### src/rtl/stack_sequencer_if.sv
// Bus bundle between the control unit / stack pointer / memory and the stack sequencer.
// "slave" is the sequencer's view; "master" is the view of everything around it.
interface stack_sequencer_if;
  logic        start;
  logic [2:0]  op;
  logic [15:0] pc_in;
  logic [7:0]  p_in;
  logic [7:0]  data_in;
  logic        rdy;
  logic [7:0]  sp;
  logic [1:0]  sp_sel;
  logic [15:0] addr;
  logic [7:0]  wdata;
  logic        we;
  logic        re;
  logic [7:0]  rdata;
  logic        busy;
  logic        done;
  logic [15:0] pc_out;
  logic [7:0]  p_out;
  logic [7:0]  data_out;
  logic        fault;

  modport master (
    output start, op, pc_in, p_in, data_in, rdy, sp, rdata,
    input  sp_sel, addr, wdata, we, re, busy, done, pc_out, p_out, data_out, fault
  );

  modport slave (
    input  start, op, pc_in, p_in, data_in, rdy, sp, rdata,
    output sp_sel, addr, wdata, we, re, busy, done, pc_out, p_out, data_out, fault
  );
endinterface

### src/rtl/stack_sequencer.sv
// Stack access engine: sequences the 1-3 byte push/pull transfers for PUSH1/PULL1,
// JSR/RTS and INT/RTI on the stack page, steering the external stack pointer.
module stack_sequencer #(
  parameter logic [7:0] STACK_PAGE = 8'h01
) (
  input  logic            clk,
  input  logic            reset,
  stack_sequencer_if.slave bus
);

  typedef enum logic [1:0] {IDLE, XFER, DONE} state_t;

  localparam logic [1:0] SP_HOLD = 2'b00;
  localparam logic [1:0] SP_INC  = 2'b01;
  localparam logic [1:0] SP_DEC  = 2'b10;

  state_t      state_q, state_d;
  logic [1:0]  idx_q, idx_d;
  logic [2:0]  op_q, op_d;
  logic [15:0] pc_q, pc_d;
  logic [7:0]  p_q, p_d;
  logic [7:0]  din_q, din_d;
  logic [15:0] pc_out_q, pc_out_d;
  logic [7:0]  p_out_q, p_out_d;
  logic [7:0]  data_out_q, data_out_d;

  logic [1:0]  sp_sel;
  logic [15:0] addr;
  logic [7:0]  wdata;
  logic        we;
  logic        re;
  logic        fault;
  logic        last;
  logic [7:0]  push_byte;

  // op[2:1] encodes byte count minus one; op[0] selects pull
  assign last = (idx_q == op_q[2:1]);

  // Byte to write for the current index, in push order (PCH, PCL, P)
  always_comb begin
    push_byte = din_q;
    unique case (op_q[2:1])
      2'b01:   push_byte = (idx_q == 2'd0) ? pc_q[15:8] : pc_q[7:0];
      2'b10: begin
        unique case (idx_q)
          2'd0:    push_byte = pc_q[15:8];
          2'd1:    push_byte = pc_q[7:0];
          default: push_byte = p_q;
        endcase
      end
      default: push_byte = din_q;
    endcase
  end

  // Next-state, strobes and result capture
  always_comb begin
    state_d    = state_q;
    idx_d      = idx_q;
    op_d       = op_q;
    pc_d       = pc_q;
    p_d        = p_q;
    din_d      = din_q;
    pc_out_d   = pc_out_q;
    p_out_d    = p_out_q;
    data_out_d = data_out_q;
    sp_sel     = SP_HOLD;
    addr       = '0;
    wdata      = '0;
    we         = 1'b0;
    re         = 1'b0;
    fault      = 1'b0;

    unique case (state_q)
      IDLE: begin
        if (bus.start && (bus.op[2:1] != 2'b11)) begin
          op_d    = bus.op;
          pc_d    = bus.pc_in;
          p_d     = bus.p_in;
          din_d   = bus.data_in;
          idx_d   = '0;
          state_d = XFER;
        end
      end
      XFER: begin
        if (bus.rdy) begin
          // sp already reflects the pre-increment on pulls, so one address form serves both
          addr  = {STACK_PAGE, bus.sp};
          fault = (bus.sp == 8'h00);
          if (op_q[0]) begin
            sp_sel = SP_INC;
            re     = 1'b1;
            unique case (op_q[2:1])
              2'b00: data_out_d = bus.rdata;
              2'b01: begin
                if (idx_q == 2'd0) pc_out_d[7:0]  = bus.rdata;
                else               pc_out_d[15:8] = bus.rdata;
              end
              default: begin
                unique case (idx_q)
                  2'd0:    p_out_d         = bus.rdata;
                  2'd1:    pc_out_d[7:0]   = bus.rdata;
                  default: pc_out_d[15:8]  = bus.rdata;
                endcase
              end
            endcase
          end else begin
            sp_sel = SP_DEC;
            we     = 1'b1;
            wdata  = push_byte;
          end
          if (last) state_d = DONE;
          else      idx_d   = idx_q + 2'd1;
        end
      end
      DONE:    state_d = IDLE;
      default: state_d = IDLE;
    endcase
  end

  // State and result registers
  always_ff @(posedge clk or negedge reset) begin
    if (!reset) begin
      state_q    <= IDLE;
      idx_q      <= '0;
      op_q       <= '0;
      pc_q       <= '0;
      p_q        <= '0;
      din_q      <= '0;
      pc_out_q   <= '0;
      p_out_q    <= '0;
      data_out_q <= '0;
    end else begin
      state_q    <= state_d;
      idx_q      <= idx_d;
      op_q       <= op_d;
      pc_q       <= pc_d;
      p_q        <= p_d;
      din_q      <= din_d;
      pc_out_q   <= pc_out_d;
      p_out_q    <= p_out_d;
      data_out_q <= data_out_d;
    end
  end

  assign bus.sp_sel   = sp_sel;
  assign bus.addr     = addr;
  assign bus.wdata    = wdata;
  assign bus.we       = we;
  assign bus.re       = re;
  assign bus.fault    = fault;
  assign bus.busy     = (state_q != IDLE);
  assign bus.done     = (state_q == DONE);
  assign bus.pc_out   = pc_out_q;
  assign bus.p_out    = p_out_q;
  assign bus.data_out = data_out_q;

endmodule

### src/flat_wrapper.sv
// flat-port wrapper written by rule: the top's interface ports become plain ports
module stack_sequencer_flat 
#(
  parameter logic [7:0] STACK_PAGE = 8'h01
)
  (clk, reset, bus_start, bus_op, bus_pc_in, bus_p_in, bus_data_in, bus_rdy, bus_sp, bus_rdata, bus_sp_sel, bus_addr, bus_wdata, bus_we, bus_re, bus_busy, bus_done, bus_pc_out, bus_p_out, bus_data_out, bus_fault);
  stack_sequencer_if bus_i ();
  input  logic clk;
  input  logic reset;
  input wire logic [$bits(bus_i.start)-1:0] bus_start;
  input wire logic [$bits(bus_i.op)-1:0] bus_op;
  input wire logic [$bits(bus_i.pc_in)-1:0] bus_pc_in;
  input wire logic [$bits(bus_i.p_in)-1:0] bus_p_in;
  input wire logic [$bits(bus_i.data_in)-1:0] bus_data_in;
  input wire logic [$bits(bus_i.rdy)-1:0] bus_rdy;
  input wire logic [$bits(bus_i.sp)-1:0] bus_sp;
  input wire logic [$bits(bus_i.rdata)-1:0] bus_rdata;
  output wire logic [$bits(bus_i.sp_sel)-1:0] bus_sp_sel;
  output wire logic [$bits(bus_i.addr)-1:0] bus_addr;
  output wire logic [$bits(bus_i.wdata)-1:0] bus_wdata;
  output wire logic [$bits(bus_i.we)-1:0] bus_we;
  output wire logic [$bits(bus_i.re)-1:0] bus_re;
  output wire logic [$bits(bus_i.busy)-1:0] bus_busy;
  output wire logic [$bits(bus_i.done)-1:0] bus_done;
  output wire logic [$bits(bus_i.pc_out)-1:0] bus_pc_out;
  output wire logic [$bits(bus_i.p_out)-1:0] bus_p_out;
  output wire logic [$bits(bus_i.data_out)-1:0] bus_data_out;
  output wire logic [$bits(bus_i.fault)-1:0] bus_fault;
  assign bus_i.start = bus_start;
  assign bus_i.op = bus_op;
  assign bus_i.pc_in = bus_pc_in;
  assign bus_i.p_in = bus_p_in;
  assign bus_i.data_in = bus_data_in;
  assign bus_i.rdy = bus_rdy;
  assign bus_i.sp = bus_sp;
  assign bus_i.rdata = bus_rdata;
  assign bus_sp_sel = bus_i.sp_sel;
  assign bus_addr = bus_i.addr;
  assign bus_wdata = bus_i.wdata;
  assign bus_we = bus_i.we;
  assign bus_re = bus_i.re;
  assign bus_busy = bus_i.busy;
  assign bus_done = bus_i.done;
  assign bus_pc_out = bus_i.pc_out;
  assign bus_p_out = bus_i.p_out;
  assign bus_data_out = bus_i.data_out;
  assign bus_fault = bus_i.fault;
  stack_sequencer #(.STACK_PAGE(STACK_PAGE)) u_core (.clk(clk), .reset(reset), .bus(bus_i));
endmodule
### config.mk
export PLATFORM = sky130hd
export DESIGN_NAME = stack_sequencer_flat
export DESIGN_NICKNAME = d
export VERILOG_FILES = /design/src/rtl/stack_sequencer_if.sv /design/src/rtl/stack_sequencer.sv /design/src/flat_wrapper.sv
export SDC_FILE = /design/constraint.sdc
export NUM_CORES = 1
export LEC_CHECK = 0
export BUFFER_PORTS_ARGS = -buffer_cell sky130_fd_sc_hd__buf_2
export CAP_MARGIN = 15
export CORE_ASPECT_RATIO = 1.1
export CORE_MARGIN = 5
export CORE_UTILIZATION = 54
export CTS_BUF_LIST = sky130_fd_sc_hd__clkbuf_16
export CTS_CLUSTER_SIZE = 10
export DETAILED_ROUTE_END_ITERATION = 7
export GPL_TIMING_DRIVEN = 1
export MAX_ROUTING_LAYER = met4
export PLACE_DENSITY = 0.81
export REMOVE_ABC_BUFFERS = 1
export SETUP_SLACK_MARGIN = 0.4
export SKIP_CTS_REPAIR_TIMING = 1
export SYNTH_ARGS = -nofsm -noshare
export SYNTH_HDL_FRONTEND = slang
export SYNTH_SLANG_ARGS = --single-unit
export TNS_END_PERCENT = 100
### constraint.sdc
create_clock -name clk -period 5 [get_ports clk]
set_clock_uncertainty 0.1 [all_clocks]
set_input_delay 0.5 -clock clk [delete_from_list [all_inputs] [get_ports clk]]
set_output_delay 0.5 -clock clk [all_outputs]
set_load 0.02 [all_outputs]
==> flow_summary_export.csv <==
group,metric,value,unit
floorplan,die_h,94.8,um
floorplan,initial_core_util,56.2,%
drt,drc,0,
clock_network,root_buffer,"clkbuf_16",
finish,syn2layout_area_growth,24.0,%
sta,hold_violations,0,
setup_path,worstSetupPathType,"flip-flop to output pin",
sta,fin_crit_sh,65.3,%
finish,ff_latch_area,0.00178,sq mm
global_route,grt_first_pass_wirelength,13500,um
clock_network,cts.htree.levels,3,
clock_network,cts_tree,"built",
drt,drt-pass1-iter-count,4,
yosys,synth_edf_count,0,
run,maxCapViolations,0,
sta,period_needed,3.26,ns
global_route,grt_pass1_vias,2745,
setup_path,path_max_fanout,25,
pwr,power.density,716,mW/mm^2
finish,layout_common_cells,"buf_2 (110), mux2_2 (73), dfrtp_1 (71)",
clock_network,path_clk_slew,0.06,ns
clock_network,clock_path_buffers,2,
yosys,ys_seq_area_share,50.4,%
min_path,min_path_type,"primary input to asynchronous set/reset pin",
finish,multi_input_area,0.00160,sq mm
yosys,ys_types,35,
yosys,yosys.area.top_type,"dfrtp_1",
pwr,leakagePower,2.12,nW
yosys,synth_area_per_cell,12.4,sq um
finish,final_common_cell,"buf_2",
floorplan,die_area,0.00825,sq mm
finish,finalNetCount,449,
finish,fin_util,69.8,%
sta,rsz0062_at_grt,"no",
yosys,ys.flop_type,"dfrtp_1",
pwr,ir_worst_vdd,518,uV
sta,slew_violations,0,
global_route,grt_use_total,21.8,%
global_route,antenna_found_initial,0,
place,place_area,0.00408,sq mm
clock_network,clk_latency,0.32,ns
yosys,yosysWarnings,0,
place,port-buffer-count,110,
floorplan,top_level_ports,118,
yosys,synth_area_leaders,"dfrtp_1 (50%), mux2_2 (23%), a311o_1 (2.3%)",
yosys,syn_area,0.00353,sq mm
setup_path,cp-end-kind,"output pin",
setup_path,critPathLaunchType,"flip-flop",
clock_network,clock-sinks,71,
finish,drive_gt1_share,52.4,%
yosys,synthCells,284,
place,hpwlAfterDp,5880,um
floorplan,coreArea,0.00627,sq mm
floorplan,die_w,87.0,um
global_route,grt_start_max_net_pins,72,
finish,design_area,0.00437,sq mm
run_status,status,"completed",
drt,drt_iter0_drc,107,
floorplan,num_rows,30,
sta,max_freq,306,MHz
global_route,grt-ovfl-total,0,
drt,finalWirelength,8360,um
finish,num_antenna_cells,0,
setup_path,cp_data_arrival_time,2.66,ns
yosys,yosysTopAreaCellShare,50.4,%
place,gp_congestion,0.746,
sta,worst_pin_slew,0.917,ns
drt,ant_nets,0,
setup_path,r2r_slack,2.35,ns
finish,fillers,476,
drt,vias,2569,
sta,slew_headroom,38.8,%
drt,vias_per_cell,5.43,
setup_path,required,4.40,ns
sta,finalSetupViolCount,0,
yosys,ys_seq_elements,71,
yosys,synthArstFlopShare,100,%
clock_network,cts_buffers,9,
drt,wl_per_cell,17.7,um
sta,fin_setup_tns,0,ns
## per-stage QoR
step           hold WS [ns]  total power [mW]  setup slack, ns  std cells
2_1_floorplan         0.104              2.08             2.37        265
3_3_place_gp          0.365              2.45             2.23        457
3_5_place_dp          0.387              2.52             2.09        457
4_1_cts               0.300              3.16             1.72        473
5_1_grt               0.293              3.35             1.56        473
6_report              0.252              3.13             1.74        473
## final timing paths
path,depth (start not counted),start,end
max,7,u_core.idx_q[0]$_DFFE_PN0P_,bus_wdata[3]
min in group clk,2,bus_data_in[2],u_core.din_q[2]$_DFFE_PN0P_
max reg2reg,4,u_core.idx_q[0]$_DFFE_PN0P_,u_core.bus.p_out[0]$_DFFE_PN0P_
max in group asynchronous,2,reset,u_core.bus.pc_out[1]$_DFFE_PN0P_
min,2,reset,u_core.pc_q[4]$_DFFE_PN0P_
min reg2reg,1,u_core.p_q[4]$_DFFE_PN0P_,u_core.p_q[4]$_DFFE_PN0P_
## registers in the layout, indices dropped and copies added (netlist names)
name and count:
u_core.bus.data_out 8, u_core.bus.p_out 8, u_core.bus.pc_out 16, u_core.din_q 8, u_core.idx_q 2, u_core.op_q 3
u_core.p_q 8, u_core.pc_q 16, u_core.state_q 2
## final cells by class
| type | count | area share (%) |
|---|---|---|
| sequential | 71 | 40.6 |
| inverter | 10 | 0.858 |
| clock inverter | 7 | 1.46 |
| clock buffer | 9 | 5.15 |
| tap | 80 | 2.29 |
| multi-input combinational | 184 | 36.7 |
| timing repair buffer | 112 | 12.9 |
## synth_stat cells, types with 2 or more instances
cell type	instances
buf_2	2
nor4_1	2
a311o_1	8
xnor2_1	2
clkbuf_1	12
a211oi_1	9
nand2_1	10
nor3_4	2
nand3b_1	7
nand3_1	5
ha_1	6
a32oi_1	8
mux2_2	73
nand2b_1	2
inv_1	9
a21oi_1	2
o21ai_0	4
nor2_1	10
buf_4	9
and2_1	8
nor2b_1	9
dfrtp_1	71
buf_1	2
## cells by family after synthesis
kind of cell	Yosys count	synth area share [%]
buffers and inverters	35	4.75
and+or+nand+nor	61	10.7
other	1	0.106
AOI/OAI and AO/OA	33	7.49
muxes	75	23.9
adders and majority gates	6	2.13
xor gates and xnor gates	2	0.497
DFF	71	50.4
## metal layers
| layer | share of wire [%] | vias to the layer above | wire, um | track usage, % |
|---|---|---|---|---|
| met2 | 52 | 93 | 4360 | 35.0 |
| li1 | - | 1212 | - | - |
| met1 | 39 | 1258 | 3280 | 26.4 |
| met5 | 0 | - | 0 | - |
| met4 | 0.61 | 0 | 51 | 5.97 |
| met3 | 8.0 | 6 | 673 | 6.89 |
## critical path, stage by stage, from the launching register on
cell	delay, ns
dfrtp_1	0.43
inv_1	0.12
ha_1	0.76
nor2b_1	0.13
a311o_1	0.37
a32oi_1	0.25
a211oi_1	0.10
buf_2	0.19
## power breakdown
part / internal (mW) / leakage, nW / total (mW) / switching (mW)
Sequential: 0.863 / 0.858 / 1.05 / 0.185
Combinational: 0.653 / 1.12 / 1.46 / 0.812
Clock: 0.381 / 0.140 / 0.617 / 0.235
Note: power is estimated with default switching activity, not from simulation.
